**src/rtl/mem_vector_collector_if.sv**
```systemverilog
// Bus bundle for mem_vector_collector: memory-side word stream with a
// start/RD_in command, and the vector-side valid/ready write-back port.
// master = the surrounding core (issues loads, feeds words, consumes vectors)
// slave  = the collector itself
interface mem_vector_collector_if #(
  parameter int DATA_W = 16,
  parameter int LANES  = 16,
  parameter int RD_W   = 5
);
  logic                     start;
  logic [RD_W-1:0]          RD_in;
  logic                     in_valid;
  logic [DATA_W-1:0]        input_data;
  logic                     in_ready;
  logic                     out_valid;
  logic                     out_ready;
  logic [RD_W-1:0]          RD_out;
  logic [LANES*DATA_W-1:0]  output_data;

  modport master (
    output start, RD_in, in_valid, input_data, out_ready,
    input  in_ready, out_valid, RD_out, output_data
  );

  modport slave (
    input  start, RD_in, in_valid, input_data, out_ready,
    output in_ready, out_valid, RD_out, output_data
  );
endinterface

```
**src/rtl/mem_vector_collector.sv**
```systemverilog
// mem_vector_collector: gathers LANES consecutive DATA_W-bit memory words
// into one packed vector and tags it with a destination register index.
//
// Handshakes: a transfer happens on a rising edge where valid and ready are
// both high. in_valid/in_ready move one word per transfer; out_valid/out_ready
// hand the complete vector to write-back. out_valid is held, with RD_out and
// output_data stable, until out_ready is seen. in_ready and out_valid are
// decoded from the state register only.
//
// Optional feature: define MEM_COLLECT_ABORT_EN to add an abort input that
// cancels a load in COLLECT or HOLD and returns to IDLE.
module mem_vector_collector #(
  parameter  int DATA_W = 16,
  parameter  int LANES  = 16,
  parameter  int RD_W   = 5,
  localparam int CNT_W  = $clog2(LANES) + 1
) (
  input  logic             clk,
  input  logic             rst,
`ifdef MEM_COLLECT_ABORT_EN
  input  logic             abort,
`endif
  mem_vector_collector_if.slave bus,
  output logic             busy,
  output logic [CNT_W-1:0] beat_cnt,
  output logic [1:0]       state_dbg
);

  typedef enum logic [1:0] {
    S_IDLE    = 2'd0,
    S_COLLECT = 2'd1,
    S_HOLD    = 2'd2
  } state_e;

  localparam logic [CNT_W-1:0] LAST_BEAT = CNT_W'(LANES - 1);

  state_e                          state_q, state_d;
  logic [CNT_W-1:0]                beat_q, beat_d;
  logic [RD_W-1:0]                 rd_q, rd_d;
  logic [LANES-1:0][DATA_W-1:0]    lanes_q, lanes_d;
  logic                            accept;

  // Next state, beat counter, destination latch and lane writes.
  always_comb begin
    state_d = state_q;
    beat_d  = beat_q;
    rd_d    = rd_q;
    lanes_d = lanes_q;
    accept  = 1'b0;

    case (state_q)
      S_IDLE: begin
        if (bus.start) begin
          state_d = S_COLLECT;
          rd_d    = bus.RD_in;
          beat_d  = '0;
        end
      end
      S_COLLECT: begin
        // in_ready is high for the whole of COLLECT, so in_valid alone
        // decides the transfer.
        if (bus.in_valid) begin
          accept = 1'b1;
          beat_d = beat_q + 1'b1;
          if (beat_q == LAST_BEAT) begin
            state_d = S_HOLD;
          end
        end
      end
      S_HOLD: begin
        if (bus.out_ready) begin
          if (bus.start) begin
            // Back-to-back load: no idle bubble between vectors.
            state_d = S_COLLECT;
            rd_d    = bus.RD_in;
            beat_d  = '0;
          end else begin
            state_d = S_IDLE;
          end
        end
      end
      default: state_d = S_IDLE;
    endcase

`ifdef MEM_COLLECT_ABORT_EN
    // Abort wins over a word or a vector handshake in the same cycle.
    if (abort && (state_q != S_IDLE)) begin
      state_d = S_IDLE;
      beat_d  = '0;
      rd_d    = rd_q;
      accept  = 1'b0;
    end
`endif

    // Lane k is written only by beat k; other lanes keep old contents.
    for (int k = 0; k < LANES; k++) begin
      if (accept && (beat_q == CNT_W'(k))) begin
        lanes_d[k] = bus.input_data;
      end
    end
  end

  // State, counter, tag and lane registers; reset discards a partial load.
  always_ff @(posedge clk or negedge rst) begin
    if (!rst) begin
      state_q <= S_IDLE;
      beat_q  <= '0;
      rd_q    <= '0;
      lanes_q <= '0;
    end else begin
      state_q <= state_d;
      beat_q  <= beat_d;
      rd_q    <= rd_d;
      lanes_q <= lanes_d;
    end
  end

  assign bus.in_ready    = (state_q == S_COLLECT);
  assign bus.out_valid   = (state_q == S_HOLD);
  assign bus.RD_out      = rd_q;
  assign bus.output_data = lanes_q;
  assign busy            = (state_q != S_IDLE);
  assign beat_cnt        = beat_q;
  assign state_dbg       = state_q;

endmodule

```
**src/flat_wrapper.sv**
```systemverilog
// flat-port wrapper written by rule: the top's interface ports become plain ports
module mem_vector_collector_flat 
#(
  parameter  int DATA_W = 16,
  parameter  int LANES  = 16,
  parameter  int RD_W   = 5,
  localparam int CNT_W  = $clog2(LANES) + 1
)
  (clk, rst, busy, beat_cnt, state_dbg, bus_start, bus_RD_in, bus_in_valid, bus_input_data, bus_out_ready, bus_in_ready, bus_out_valid, bus_RD_out, bus_output_data);
  mem_vector_collector_if #(.DATA_W(DATA_W), .LANES(LANES), .RD_W(RD_W)) bus_i ();
  input  logic clk;
  input  logic rst;
  output logic busy;
  output logic [CNT_W-1:0] beat_cnt;
  output logic [1:0] state_dbg;
  input wire logic [$bits(bus_i.start)-1:0] bus_start;
  input wire logic [$bits(bus_i.RD_in)-1:0] bus_RD_in;
  input wire logic [$bits(bus_i.in_valid)-1:0] bus_in_valid;
  input wire logic [$bits(bus_i.input_data)-1:0] bus_input_data;
  input wire logic [$bits(bus_i.out_ready)-1:0] bus_out_ready;
  output wire logic [$bits(bus_i.in_ready)-1:0] bus_in_ready;
  output wire logic [$bits(bus_i.out_valid)-1:0] bus_out_valid;
  output wire logic [$bits(bus_i.RD_out)-1:0] bus_RD_out;
  output wire logic [$bits(bus_i.output_data)-1:0] bus_output_data;
  assign bus_i.start = bus_start;
  assign bus_i.RD_in = bus_RD_in;
  assign bus_i.in_valid = bus_in_valid;
  assign bus_i.input_data = bus_input_data;
  assign bus_i.out_ready = bus_out_ready;
  assign bus_in_ready = bus_i.in_ready;
  assign bus_out_valid = bus_i.out_valid;
  assign bus_RD_out = bus_i.RD_out;
  assign bus_output_data = bus_i.output_data;
  mem_vector_collector #(.DATA_W(DATA_W), .LANES(LANES), .RD_W(RD_W)) u_core (.clk(clk), .rst(rst), .bus(bus_i), .busy(busy), .beat_cnt(beat_cnt), .state_dbg(state_dbg));
endmodule
```
**config.mk**
```make
export PLATFORM = sky130hd
export DESIGN_NAME = mem_vector_collector_flat
export DESIGN_NICKNAME = d
export VERILOG_FILES = /design/src/rtl/mem_vector_collector_if.sv /design/src/rtl/mem_vector_collector.sv /design/src/flat_wrapper.sv
export SDC_FILE = /design/constraint.sdc
export NUM_CORES = 1
export LEC_CHECK = 0
export ABC_AREA = 1
export BUFFER_PORTS_ARGS = -buffer_cell sky130_fd_sc_hd__buf_2
export CORE_MARGIN = 10
export CORE_UTILIZATION = 25
export DETAILED_ROUTE_END_ITERATION = 8
export SLEW_MARGIN = 20
export SYNTH_ARGS = -nofsm -noshare
export SYNTH_HDL_FRONTEND = slang
export SYNTH_SLANG_ARGS = --single-unit
```
**constraint.sdc**
```tcl
create_clock -name clk -period 3.55 [get_ports clk]
set_clock_uncertainty 0.15 [all_clocks]
set_input_delay 0.355 -clock clk [delete_from_list [all_inputs] [get_ports clk]]
set_output_delay 0.355 -clock clk [all_outputs]
set_load 0.03 [all_outputs]
```
==> flow_summary.json, run 1 <==
{
  "cp_slowest_cell": "dfrtp_1",
  "final-setup-viol-count": 0,
  "crit_arrival_ns": 3.14,
  "dieArea_um2": 52300,
  "routedWlPerCell_um": 19.9,
  "clk_path_buf_depth": 3,
  "post-cts-setup-buffers": 0,
  "diodes": 0,
  "dp_hpwl_um": 27700,
  "drt_iter0_markers": 920,
  "syn_area_um2": 10900,
  "cts_tree": "yes",
  "dieWidth_um": 229,
  "place.gp.congestion": 0.813,
  "grtUsageTotal_pct": 15.4,
  "fp.dieH_um": 229,
  "cp_slowest_stage_delay_ns": 0.77,
  "drc": 0,
  "critPathLaunchType": "flip-flop",
  "hp-class": "in2reg",
  "via_per_inst": 4.52,
  "cp.buffers_inverters": 2,
  "clk_latency_ns": 0.57,
  "root_buffer": "clkbuf_16",
  "dr.pass1.iters": 5,
  "setup_tns_ns": 0,
  "num_io_pins": 297,
  "p_leak_nw": 7.91,
  "ir_worst_vdd_mv": 0.525,
  "grt_max_degree": 120,
  "crit_path_cell_trace": "inv_1, ha_1, nand2_1, clkinv_1, nand2_1, nand2_1, nand2_1",
  "cts.clk_slew.worst_paths_ns": 0.07,
  "synth_area_leaders": "dfrtp_1, nand2_1, nand3_1",
  "layout.area.seq_um2": 6710,
  "antenna_found_initial": 0,
  "power_mw": 15.1,
  "vias": 9548,
  "path_delay_family": "simple AND/OR/NAND/NOR gates",
  "mostFrequentLayoutCell": "nand2_1",
  "fmax_mhz": 360,
  "ys_seq_area_share_pct": 61.6,
  "p_per_area_nw_per_um2": 1080,
  "core_area_um2": 43100,
  "yosys.area.top_type": "dfrtp_1",
  "final_nets": 1535,
  "io_buffers": 296,
  "grt-ovfl-total": 0,
  "ys_seq_elements": 268,
  "cp_max_fo": 18,
  "initial_core_util_pct": 25.3,
  "fillers": 4514,
  "synth_cell_type_count": 19,
  "regToRegSetupSlack_ns": 0.77,
  "ant_nets": 0,
  "multi_input_area_um2": 3700,
  "fin_crit_ns": 2.78,
  "drive_above_1_share_pct": 25.9,
  "ys_warn_count": 0,
  "area.growth.synth_to_final_pct": 28.1,
  "required_ns": 3.91,
  "maxCapViolCount": 0,
  "cts_buffers": 31,
  "worst_setup_path_end_kind": "flip-flop",
  "synth_fp_nets": 1268,
  "worst_path_most_repeated_cell": "nand2_1",
  "grt_pass1_vias": 9447,
  "grt_first_pass_wirelength_um": 62300,
  "final_hold_viol_count": 0,
  "final_cell_mix": "nand2_1, buf_2, dfrtp_1, nand3_1, clkbuf_16",
  "wirelength_um": 42000,
  "clkSinkCount": 268,
  "yosysTopAreaCellShare_pct": 61.6,
  "rows": 76,
  "rsz0062_at_grt": "no",
  "cts_max_level": 1,
  "worst_pin_slew_ns": 0.935,
  "synth.avg_cell_area_um2": 8.80,
  "max-slew-margin-rel_pct": 37.7,
  "status": "completed",
  "netlist_instances": 1237,
  "path_class": "reg2reg",
  "min_period_over_period_pct": 78.3,
  "drv_slew": 0
}
[logic make-up (layout without fill, tap and decap cells)]
family / Yosys count / count (layout) / synth area share, %
adders and majority gates: 5 / 5 / 0.575
buffers and inverters: 106 / 397 / 4.62
DFF: 268 / 268 / 61.6
and+or+nand+nor: 856 / 856 / 33.1
AOI/OAI and AO/OA: 2 / 2 / 0.0920
[layout make-up]
class / instances / area share [%]
sequential: 268 / 48.1
inverter: 16 / 0.431
clock buffer: 46 / 6.40
timing repair buffer: 324 / 12.6
clock inverter: 11 / 0.682
tap: 585 / 5.25
multi-input combinational: 863 / 26.6
[registers in the layout (all words and copies together) (netlist names)]
name,flops
u_core.bus.RD_out,5
u_core.bus.output_data,256
u_core.beat_cnt,5
u_core.state_dbg,2
[metrics by stage]
| step | instances | hold slack [ns] | worst slack [ns] | cell area (um^2) | util, % |
|---|---|---|---|---|---|
| floorplan | 1237 | -0.0906 | 1.50 | 10900 | - |
| global placement | 2045 | 0.298 | 0.964 | 12800 | 29.8 |
| global route | 2113 | 0.110 | 0.499 | 13900 | 32.4 |
| finish | 2113 | 0.0805 | 0.770 | 13900 | 32.4 |
| CTS | 2113 | 0.0572 | 0.775 | 13900 | 32.4 |
| detailed placement | 2045 | 0.304 | 0.779 | 12800 | 29.8 |
[cell usage after synthesis]
master	number
buf_2	42
nand3_1	201
nor3_4	3
nand4_1	6
nand2_2	16
clkinv_1	2
ha_1	5
nand2_1	613
nor2_2	6
dfrtp_1	268
buf_1	1
inv_1	12
buf_4	14
o21ai_0	2
nor2_1	8
nor2_4	2
inv_2	2
clkbuf_1	33
nand3_4	1
[layer usage]
metal  up-vias  wire, um  track usage (%)
met1      4676     18300             20.3
met3        69      3120             3.71
li1       4415         -                -
met2       388     19600             24.6
met4         0      1030             4.29
met5         -         0                0
[what timing repair did]
action | in CTS | in global routing
resized for setup | 0 | 0
hold buffers | 11 | 0
endpoints found under the hold margin | 119 | 0
[where the power goes]
group / switching [mW] / internal (mW) / total [mW]
logic: 5.06 / 1.62 / 6.68
clock network: 1.30 / 1.80 / 3.10
registers: 0.942 / 4.37 / 5.31
[final timing paths]
path / from / cells past startpoint / endpoint
setup reg to reg: u_core.beat_cnt[4] / 7 / u_core.bus.output_data[255]
setup / recovery: u_core.beat_cnt[4] / 7 / u_core.bus.output_data[255]
max in group asynchronous: rst / 3 / u_core.bus.output_data[72]
hold reg to reg: u_core.bus.RD_out[1] / 2 / u_core.bus.RD_out[1]
hold / removal: bus_out_ready / 4 / u_core.state_dbg[1]
min in group asynchronous: rst / 2 / u_core.bus.output_data[11]
[worst min-delay path: cells and delay by family]
family | cells | cell delay [ns]
simple gates | 2 | 0.27
buf+inv | 2 | 0.12
Power figures use the tool's default switching activity.
==> run 2, diff against run 1 <==
==> constraint.sdc (replaced) <==
create_clock -name clk -period 2.79 [get_ports clk]
set_clock_uncertainty 0.15 [all_clocks]
set_input_delay 0.279 -clock clk [delete_from_list [all_inputs] [get_ports clk]]
set_output_delay 0.279 -clock clk [all_outputs]
set_load 0.03 [all_outputs]
==> run 2 against run 1 <==
Final area is 1.2% higher. Via count is 0.18% higher. First-iteration DRC count is 0.33% higher. Register-to-register slack worse by 0.27 ns. Non-clock buffer count is 12 higher. Global-route usage is 0.20 points higher. Flip-flop and latch count stayed put. Hold slack worse by 0.040 ns. Cell count is 0.52% higher. Largest cell class unchanged.
==> flow_summary.json, run 2 (same netlist as run 1, synthesis figures left out) <==
{
  "setup_tns_ns": 0,
  "endpoint": "bus_in_ready",
  "fin_ws_ns": 0.366,
  "final_cell_mix": "nand2_1, buf_2, dfrtp_1, nand3_1, clkbuf_16",
  "comb_power_share_pct": 44.0,
  "root_buffer": "clkbuf_16",
  "startpoint": "u_core.state_dbg[0]",
  "worst_setup_path_end_kind": "output port",
  "mostFrequentLayoutCell": "nand2_1",
  "area.growth.synth_to_final_pct": 29.6,
  "maxCapViolCount": 0,
  "cts_tree": "yes",
  "cts_buffers": 30,
  "vias": 9565,
  "final-instance-count-excl-fill": 2124,
  "ir_worst_vdd_mv": 0.613,
  "required_ns": 2.36,
  "p_clk_share_pct": 21.4,
  "p_per_area_nw_per_um2": 1380,
  "cts.clk_slew.worst_paths_ns": 0.06,
  "rsz0062_at_grt": "no",
  "drive_above_1_share_pct": 26.8,
  "hp-class": "in2reg",
  "dr.pass1.iters": 6,
  "final_hold_viol_count": 0,
  "wirelength_um": 42000,
  "min_period_over_period_pct": 86.9,
  "num_io_pins": 297,
  "worst_pin_slew_ns": 0.827,
  "clkSinkCount": 268,
  "io_buffers": 296,
  "r2r_start": "u_core.beat_cnt[4]",
  "crit_arrival_ns": 1.99,
  "place_area_um2": 12900,
  "cp_max_fo": 11,
  "fillers": 4466,
  "clk_latency_ns": 0.57,
  "rr_worst_depth": 7,
  "cts_max_level": 1,
  "critPathLaunchType": "flip-flop",
  "dieArea_um2": 52300,
  "fin_crit_ns": 2.42,
  "ant_nets": 0,
  "dp_hpwl_um": 28200,
  "final-setup-viol-count": 0,
  "largest_register_ffs": 256,
  "via_per_inst": 4.50,
  "fmax_mhz": 413,
  "p_int_mw": 10.2,
  "initial_core_util_pct": 25.3,
  "place_ws_ns": 0.537,
  "fp.dieH_um": 229,
  "clk_path_buf_depth": 3,
  "grt_max_degree": 99,
  "regToRegSetupSlack_ns": 0.50,
  "drt_iter0_markers": 923,
  "fin_area_um2": 14100,
  "antenna_found_initial": 0,
  "drc": 0,
  "status": "completed",
  "path_class": "reg2out",
  "place.gp.congestion": 0.785,
  "whs_ns": 0.0400,
  "rows": 76,
  "p_leak_nw": 8.00,
  "dieWidth_um": 229,
  "cts_resized": 0,
  "grt-ovfl-total": 0,
  "p_sw_mw": 9.33,
  "switching_share_pct": 47.9,
  "r2r_end": "u_core.bus.output_data[246]",
  "max-slew-margin-rel_pct": 44.8,
  "routedWlPerCell_um": 19.8,
  "seq_power_share_pct": 34.6,
  "grtUsageTotal_pct": 15.6,
  "diodes": 0,
  "dp_cells": 2056,
  "grt_first_pass_wirelength_um": 63100,
  "drv_slew": 0,
  "grt_pass1_vias": 9616,
  "core_area_um2": 43100,
  "final_nets": 1546
}
## run 2: area by class of cell
cell class	count	area (um^2)	area share (%)
inverter	16	60.1	0.426
clock inverter	23	264	1.87
tap	585	732	5.19
sequential	268	6710	47.5
multi-input combinational	863	3700	26.3
clock buffer	33	783	5.55
timing repair buffer	336	1860	13.2
## run 2: worst min path at each step
stage                                       endpoint  cells past startpoint  startpoint
after floorplan                   u_core.beat_cnt[0]                      0         rst
after global placement    u_core.bus.output_data[13]                      1         rst
after detailed placement  u_core.bus.output_data[10]                      1         rst
after CTS                         u_core.beat_cnt[2]                      5   bus_start
after global routing            u_core.bus.RD_out[1]                      4   bus_start
final                             u_core.beat_cnt[2]                      5   bus_start
## run 2: what timing repair did
item                                   4_1_cts  5_1_grt
setup buffers                                0        0
endpoints found under the hold margin       95        0
hold buffers                                12        0
## run 2: worst max-delay path: stages, from the launching register on
cell and delay, ns:
dfrtp_1 0.47, nand2_1 0.21, clkinv_1 0.28, buf_4 0.27, buf_2 0.19
## run 2: stage by stage
stage / utilization [%] / total power, mW
after floorplan: - / 12.2
after global placement: 30.0 / 15.3
after detailed placement: 30.0 / 15.4
after CTS: 32.8 / 19.7
after global routing: 32.8 / 20.6
final: 32.8 / 19.5
## run 2: power groups by stage
stage | combinational [mW] | clock [mW] | sequential [mW]
2_1_floorplan | 2.42 | 0 | 9.79
3_3_place_gp | 8.57 | 0 | 6.72
3_5_place_dp | 8.67 | 0 | 6.77
4_1_cts | 8.70 | 4.27 | 6.73
5_1_grt | 9.31 | 4.42 | 6.90
6_report | 8.57 | 4.17 | 6.74
## run 2: routing by layer
metal	track usage [%]	share of wire [%]
met1	20.2	43
met2	25.5	47
met3	4.00	7.5
met4	3.77	1.9
met5	0	0
